--- src/rtl/vend_ctrl_if.sv ---
// Coin/purchase strobe and status bundle between the button/coin decode logic and vend_ctrl.
// The master drives the strobes; the slave (vend_ctrl) drives the registered status outputs.
interface vend_ctrl_if;
    logic       coin_valid;
    logic [1:0] coin_val;
    logic       buy;
    logic [2:0] item;
    logic       cancel;
    logic [7:0] credit;
    logic       dispense;
    logic [2:0] disp_item;
    logic [7:0] change;
    logic       coin_reject;
    logic [2:0] state;

    modport master (
        output coin_valid, coin_val, buy, item, cancel,
        input  credit, dispense, disp_item, change, coin_reject, state
    );

    modport slave (
        input  coin_valid, coin_val, buy, item, cancel,
        output credit, dispense, disp_item, change, coin_reject, state
    );
endinterface

--- src/rtl/vend_ctrl.sv ---
// Vending machine transaction sequencer: credit accumulation, purchase, refund and change.
// Optional macro AUTO_REFUND_EN adds an idle timeout in MONEY that refunds like a cancel.
module vend_ctrl #(
    parameter logic [7:0] ITEM_PRICE = 8'd75,
    parameter logic [7:0] MAX_CREDIT = 8'd200,
    parameter int         HOLD_TICKS = 100
`ifdef AUTO_REFUND_EN
    ,
    parameter int         TIMEOUT_TICKS = 3000
`endif
) (
    input  logic       hz100,
    input  logic       reset,
    vend_ctrl_if.slave vif
);

    typedef enum logic [2:0] {
        INIT      = 3'd0,
        MONEY     = 3'd1,
        PURCHASED = 3'd2,
        REJECTION = 3'd3,
        REFUND    = 3'd4
    } state_e;

    localparam int HW = (HOLD_TICKS > 1) ? $clog2(HOLD_TICKS) : 1;
    localparam logic [HW-1:0] HOLD_LOAD = HW'(HOLD_TICKS - 1);

    state_e        state_q, state_d;
    logic [7:0]    credit_q, credit_d;
    logic [7:0]    change_q, change_d;
    logic [2:0]    disp_item_q, disp_item_d;
    logic          dispense_q, dispense_d;
    logic          coin_reject_q, coin_reject_d;
    logic [HW-1:0] hold_q, hold_d;
    logic [7:0]    coinAmt;
    logic [8:0]    sum9;
    logic          timeoutHit;

`ifdef AUTO_REFUND_EN
    localparam int IW = (TIMEOUT_TICKS > 1) ? $clog2(TIMEOUT_TICKS) : 1;
    logic [IW-1:0] idle_q, idle_d;
`endif

    always_comb begin
        case (vif.coin_val)
            2'd0:    coinAmt = 8'd5;
            2'd1:    coinAmt = 8'd10;
            2'd2:    coinAmt = 8'd25;
            default: coinAmt = 8'd100;
        endcase
        sum9 = {1'b0, credit_q} + {1'b0, coinAmt};

`ifdef AUTO_REFUND_EN
        timeoutHit = (state_q == MONEY) && (idle_q == IW'(TIMEOUT_TICKS - 1));
`else
        timeoutHit = 1'b0;
`endif

        state_d       = state_q;
        credit_d      = credit_q;
        change_d      = change_q;
        disp_item_d   = disp_item_q;
        dispense_d    = 1'b0;
        coin_reject_d = 1'b0;
        hold_d        = hold_q;

        case (state_q)
            INIT: begin
                // Arbitration applies even though cancel has no effect here.
                coin_reject_d = vif.coin_valid && (vif.buy || vif.cancel);
                if (vif.buy) begin
                    state_d = REJECTION;
                    hold_d  = HOLD_LOAD;
                end else if (vif.coin_valid && !vif.cancel) begin
                    state_d  = MONEY;
                    credit_d = coinAmt;
                end
            end
            MONEY: begin
                coin_reject_d = vif.coin_valid && (vif.buy || vif.cancel || timeoutHit);
                if (vif.cancel || timeoutHit) begin
                    state_d  = REFUND;
                    change_d = credit_q;
                    credit_d = 8'd0;
                    hold_d   = HOLD_LOAD;
                end else if (vif.buy) begin
                    hold_d = HOLD_LOAD;
                    if (credit_q >= ITEM_PRICE) begin
                        state_d     = PURCHASED;
                        dispense_d  = 1'b1;
                        disp_item_d = vif.item;
                        change_d    = credit_q - ITEM_PRICE;
                        credit_d    = 8'd0;
                    end else begin
                        state_d = REJECTION;
                    end
                end else if (vif.coin_valid) begin
                    if (sum9 <= {1'b0, MAX_CREDIT}) begin
                        credit_d = sum9[7:0];
                    end else begin
                        coin_reject_d = 1'b1;
                    end
                end
            end
            PURCHASED, REJECTION, REFUND: begin
                coin_reject_d = vif.coin_valid;
                if (hold_q == '0) begin
                    change_d = 8'd0;
                    if (state_q == REJECTION && credit_q != 8'd0) begin
                        state_d = MONEY;
                    end else begin
                        state_d = INIT;
                    end
                end else begin
                    hold_d = hold_q - HW'(1);
                end
            end
            default: begin
                state_d     = INIT;
                credit_d    = 8'd0;
                change_d    = 8'd0;
                disp_item_d = 3'd0;
                hold_d      = '0;
            end
        endcase

`ifdef AUTO_REFUND_EN
        // Counts only uninterrupted idle cycles spent inside MONEY.
        if (state_q == MONEY && state_d == MONEY && !vif.coin_valid && !vif.buy) begin
            idle_d = idle_q + IW'(1);
        end else begin
            idle_d = '0;
        end
`endif
    end

    always_ff @(posedge hz100) begin
        if (reset) begin
            state_q       <= INIT;
            credit_q      <= 8'd0;
            change_q      <= 8'd0;
            disp_item_q   <= 3'd0;
            dispense_q    <= 1'b0;
            coin_reject_q <= 1'b0;
            hold_q        <= '0;
`ifdef AUTO_REFUND_EN
            idle_q        <= '0;
`endif
        end else begin
            state_q       <= state_d;
            credit_q      <= credit_d;
            change_q      <= change_d;
            disp_item_q   <= disp_item_d;
            dispense_q    <= dispense_d;
            coin_reject_q <= coin_reject_d;
            hold_q        <= hold_d;
`ifdef AUTO_REFUND_EN
            idle_q        <= idle_d;
`endif
        end
    end

    assign vif.state       = state_q;
    assign vif.credit      = credit_q;
    assign vif.change      = change_q;
    assign vif.disp_item   = disp_item_q;
    assign vif.dispense    = dispense_q;
    assign vif.coin_reject = coin_reject_q;

endmodule

--- src/flat_wrapper.sv ---
// flat-port wrapper written by rule: the top's interface ports become plain ports
module vend_ctrl_flat 
#(
    parameter logic [7:0] ITEM_PRICE = 8'd75,
    parameter logic [7:0] MAX_CREDIT = 8'd200,
    parameter int         HOLD_TICKS = 100

)
  (hz100, reset, vif_coin_valid, vif_coin_val, vif_buy, vif_item, vif_cancel, vif_credit, vif_dispense, vif_disp_item, vif_change, vif_coin_reject, vif_state);
  vend_ctrl_if vif_i ();
  input  logic hz100;
  input  logic reset;
  input wire logic [$bits(vif_i.coin_valid)-1:0] vif_coin_valid;
  input wire logic [$bits(vif_i.coin_val)-1:0] vif_coin_val;
  input wire logic [$bits(vif_i.buy)-1:0] vif_buy;
  input wire logic [$bits(vif_i.item)-1:0] vif_item;
  input wire logic [$bits(vif_i.cancel)-1:0] vif_cancel;
  output wire logic [$bits(vif_i.credit)-1:0] vif_credit;
  output wire logic [$bits(vif_i.dispense)-1:0] vif_dispense;
  output wire logic [$bits(vif_i.disp_item)-1:0] vif_disp_item;
  output wire logic [$bits(vif_i.change)-1:0] vif_change;
  output wire logic [$bits(vif_i.coin_reject)-1:0] vif_coin_reject;
  output wire logic [$bits(vif_i.state)-1:0] vif_state;
  assign vif_i.coin_valid = vif_coin_valid;
  assign vif_i.coin_val = vif_coin_val;
  assign vif_i.buy = vif_buy;
  assign vif_i.item = vif_item;
  assign vif_i.cancel = vif_cancel;
  assign vif_credit = vif_i.credit;
  assign vif_dispense = vif_i.dispense;
  assign vif_disp_item = vif_i.disp_item;
  assign vif_change = vif_i.change;
  assign vif_coin_reject = vif_i.coin_reject;
  assign vif_state = vif_i.state;
  vend_ctrl #(.ITEM_PRICE(ITEM_PRICE), .MAX_CREDIT(MAX_CREDIT), .HOLD_TICKS(HOLD_TICKS)) u_core (.hz100(hz100), .reset(reset), .vif(vif_i));
endmodule
--- config.mk ---
export PLATFORM = sky130hd
export DESIGN_NAME = vend_ctrl_flat
export DESIGN_NICKNAME = d
export VERILOG_FILES = /design/src/rtl/vend_ctrl_if.sv /design/src/rtl/vend_ctrl.sv /design/src/flat_wrapper.sv
export SDC_FILE = /design/constraint.sdc
export NUM_CORES = 1
export LEC_CHECK = 0
export ABC_AREA = 1
export BUFFER_PORTS_ARGS = -buffer_cell sky130_fd_sc_hd__buf_2
export CAP_MARGIN = 40
export CORE_MARGIN = 5
export CORE_UTILIZATION = 33
export DETAILED_ROUTE_END_ITERATION = 10
export GPL_TIMING_DRIVEN = 0
export PLACE_DENSITY = 0.6
export SKIP_LAST_GASP = 1
export SYNTH_ARGS = -nofsm -noshare
export SYNTH_HDL_FRONTEND = slang
export SYNTH_SLANG_ARGS = --single-unit
--- constraint.sdc ---
create_clock -name hz100 -period 3 [get_ports hz100]
set_clock_uncertainty 0.15 [all_clocks]
set_input_delay 0.15 -clock hz100 [delete_from_list [all_inputs] [get_ports hz100]]
set_output_delay 0.15 -clock hz100 [all_outputs]
set_load 0.02 [all_outputs]
==> results.tsv <==
metric	value	unit
viasPerCell	4.858	
synth.area.top_cells	dfxtp_1 (27%), nand2_1 (13%), ha_1 (8.2%), a21oi_1 (8.1%), inv_1 (7.4%)	
fin_cells	485	
fin_area	0.002701	mm²
grt_pass1_wl	10030	µm
htree_levels	2	
netlist_area	0.002293	mm²
status	complete, no violations	
tightest_slew	0.6459	ns
io_pins	34	
rsz0062_at_grt	false	
cp.arrival	2.53	ns
ys_seq_area_frac	0.2706	
leakage	1.317	nW
io_buffers	32	
final_common_cell	nand2_1	
synth-simple-area-share	0.3186	
synth_area_per_cell	6.628	µm²
synthCells	346	
drt-total-wl	5751	µm
ys_types	37	
antenna_found_initial	0	
crit_path_end_kind	flop	
route.detailed.drc	0	
synth.area.mux_share	0	
clk_path_buf_depth	2	
intPower	1.344	mW
max_freq	0.3989	GHz
antenna_cells	0	
synth_top_cell_by_area	dfxtp_1	
cap_violations	0	
avgRoutedWirePerCell	11.86	µm
yosys.area.top_type_share	0.2706	
final_max_slew_viol_count	0	
min_path_type	in2reg	
layout_setup_ws	0.4934	ns
rows	30	
synthXorXnorAreaFrac	0.007638	
maxSlewHeadroom	0.5649	
dp_worst_setup_slack	0.3950	ns
finalCriticalPeriod	2.507	ns
die_h	93.37	µm
ir_worst_vdd	0.6228	mV
synth_nets	372	
drtPass1Iterations	4	
die_w	93.37	µm
cts_root_buf	clkbuf_8	
vias	2356	
yosysWarnings	0	
critPathMaxFanout	10	
p_per_area	1018	mW/mm²
finalNetCount	415	
switching_share	0.5114	
hold_slack	0.1408	ns
grt_start_max_net_pins	11	
detail-route-antenna-nets	0	
clk_pin_slew_worst_paths	0.06	ns
groute.usage.overall	0.1405	
synth.ff_latch_count	31	
cts_buffers	5	
start_util	0.3376	
drive_gt1_frac	0.1671	
p_switching	1.407	mW
worstPathRequired	3.02	ns
seqPwrFrac	0.271	
fin_tns_setup	0	ns
p_comb_frac	0.610	
gp_congestion	0.8073	
cts_tree	done	
postCtsSetupRepairBufs	0	
coreArea	0.006794	mm²
critPathLaunchType	flop	
synth_compound_area_frac	0.2100	
gr-total-overflow	0	
grt_pass1_vias	2193	
synth_fa_ha_area_frac	0.09056	
cts_sinks	31	
final_util	0.3976	
finalCritPeriodShare	0.8355	
clk_latency	0.28	ns
mostFrequentLayoutCells	nand2_1 (79), inv_1 (45), a21oi_1 (37), buf_2 (32)	
setup_viol	0	
synth_top_family_by_area	simple AND/OR/NAND/NOR gates	
finalPower	2.751	mW
p_clk_frac	0.119	
dp.cells	474	
critPathKind	reg2reg	
drtIter0Drc	92	
area_delta_synth_final	17.78	%
die_area	0.008717	mm²
dpl.hpwl	4651	µm
hold_violations	0	
place_area	0.002574	mm²
## worst max-delay path: stages, from the launching register on
cell     delay, ns
dfxtp_1       0.47
ha_1          0.26
fa_1          0.44
nor2_1        0.12
nand3_1       0.08
nand3_1       0.09
nand2_1       0.06
nor2_1        0.10
nor2_1        0.05
nand2_1       0.08
nand3_2       0.08
nand2_4       0.10
buf_6         0.14
nand3_1       0.07
nand2_1       0.06
nor2_1        0.04
## kinds of logic after synthesis
logic type | count (synthesis)
xor gates and xnor gates | 2
buffers and inverters | 57
and+or+nand+nor | 159
AOI/OAI and AO/OA | 81
adders and majority gates | 16
DFF | 31
## routing by layer
layer	share of wire	vias up	track usage
li1	-	1235	-
met1	0.48	1069	0.1870
met2	0.47	47	0.2365
met3	0.037	5	0.02655
met4	0.0049	0	0.02808
met5	0	-	0
## synth_stat cells (all sizes together)
| master | count |
|---|---|
| nand3b | 4 |
| o211ai | 1 |
| o22ai | 1 |
| buf | 3 |
| nand2 | 83 |
| o211a | 2 |
| nor4 | 3 |
| o31ai | 1 |
| o21ai | 27 |
| a22oi | 3 |
| fa | 1 |
| nor2 | 38 |
| o21a | 1 |
| nor3 | 3 |
| inv | 51 |
| a21oi | 38 |
| nand3 | 28 |
| o221a | 2 |
| a311oi | 3 |
| a211oi | 1 |
| a31oi | 1 |
| dfxtp | 31 |
| ha | 15 |
| clkbuf | 3 |
| xor2 | 1 |
| xnor2 | 1 |
## what timing repair did
item                                   CTS  global route
hold buffers                             4             0
endpoints found under the hold margin    4             0
gates resized for setup                  0             0
## power groups by stage
| stage | logic, mW | clock network, mW | registers (mW) |
|---|---|---|---|
| after floorplan | 1.16 | 0 | 0.854 |
| after global placement | 1.65 | 0 | 0.758 |
| after detailed placement | 1.67 | 0 | 0.758 |
| after CTS | 1.68 | 0.342 | 0.749 |
| after global routing | 1.92 | 0.361 | 0.776 |
| final | 1.68 | 0.326 | 0.746 |
## registers in the layout, indices dropped and copies added, names as in the netlist
signal	count
u_core.hold_q	7
u_core.vif.change	8
u_core.vif.coin_reject	1
u_core.vif.credit	8
u_core.vif.disp_item	3
u_core.vif.dispense	1
u_core.vif.state	3
## final cells by class
cell class                      instances  area (µm²)
Tap cell                               96       120.1
Buffer                                  6       41.29
Inverter                               51       193.9
Fill cell                             726        4093
Sequential cell                        31       620.6
Clock inverter                          1       5.005
Timing Repair Buffer                   36       200.2
Multi-Input combinational cell        258        1438
Clock buffer                            6       82.58
## path summary, 6_finish.rpt
check | from | to | slack (ns) | depth (start not counted)
hold reg to reg | u_core.vif.disp_item[1] | u_core.vif.disp_item[1] | 0.31 | 2
hold / removal | reset | u_core.vif.state[0] | 0.14 | 2
setup reg to reg | u_core.vif.credit[0] | u_core.vif.credit[3] | 0.49 | 15
setup / recovery | u_core.vif.credit[0] | u_core.vif.credit[3] | 0.49 | 15
Note: power is estimated with default switching activity, not from simulation.
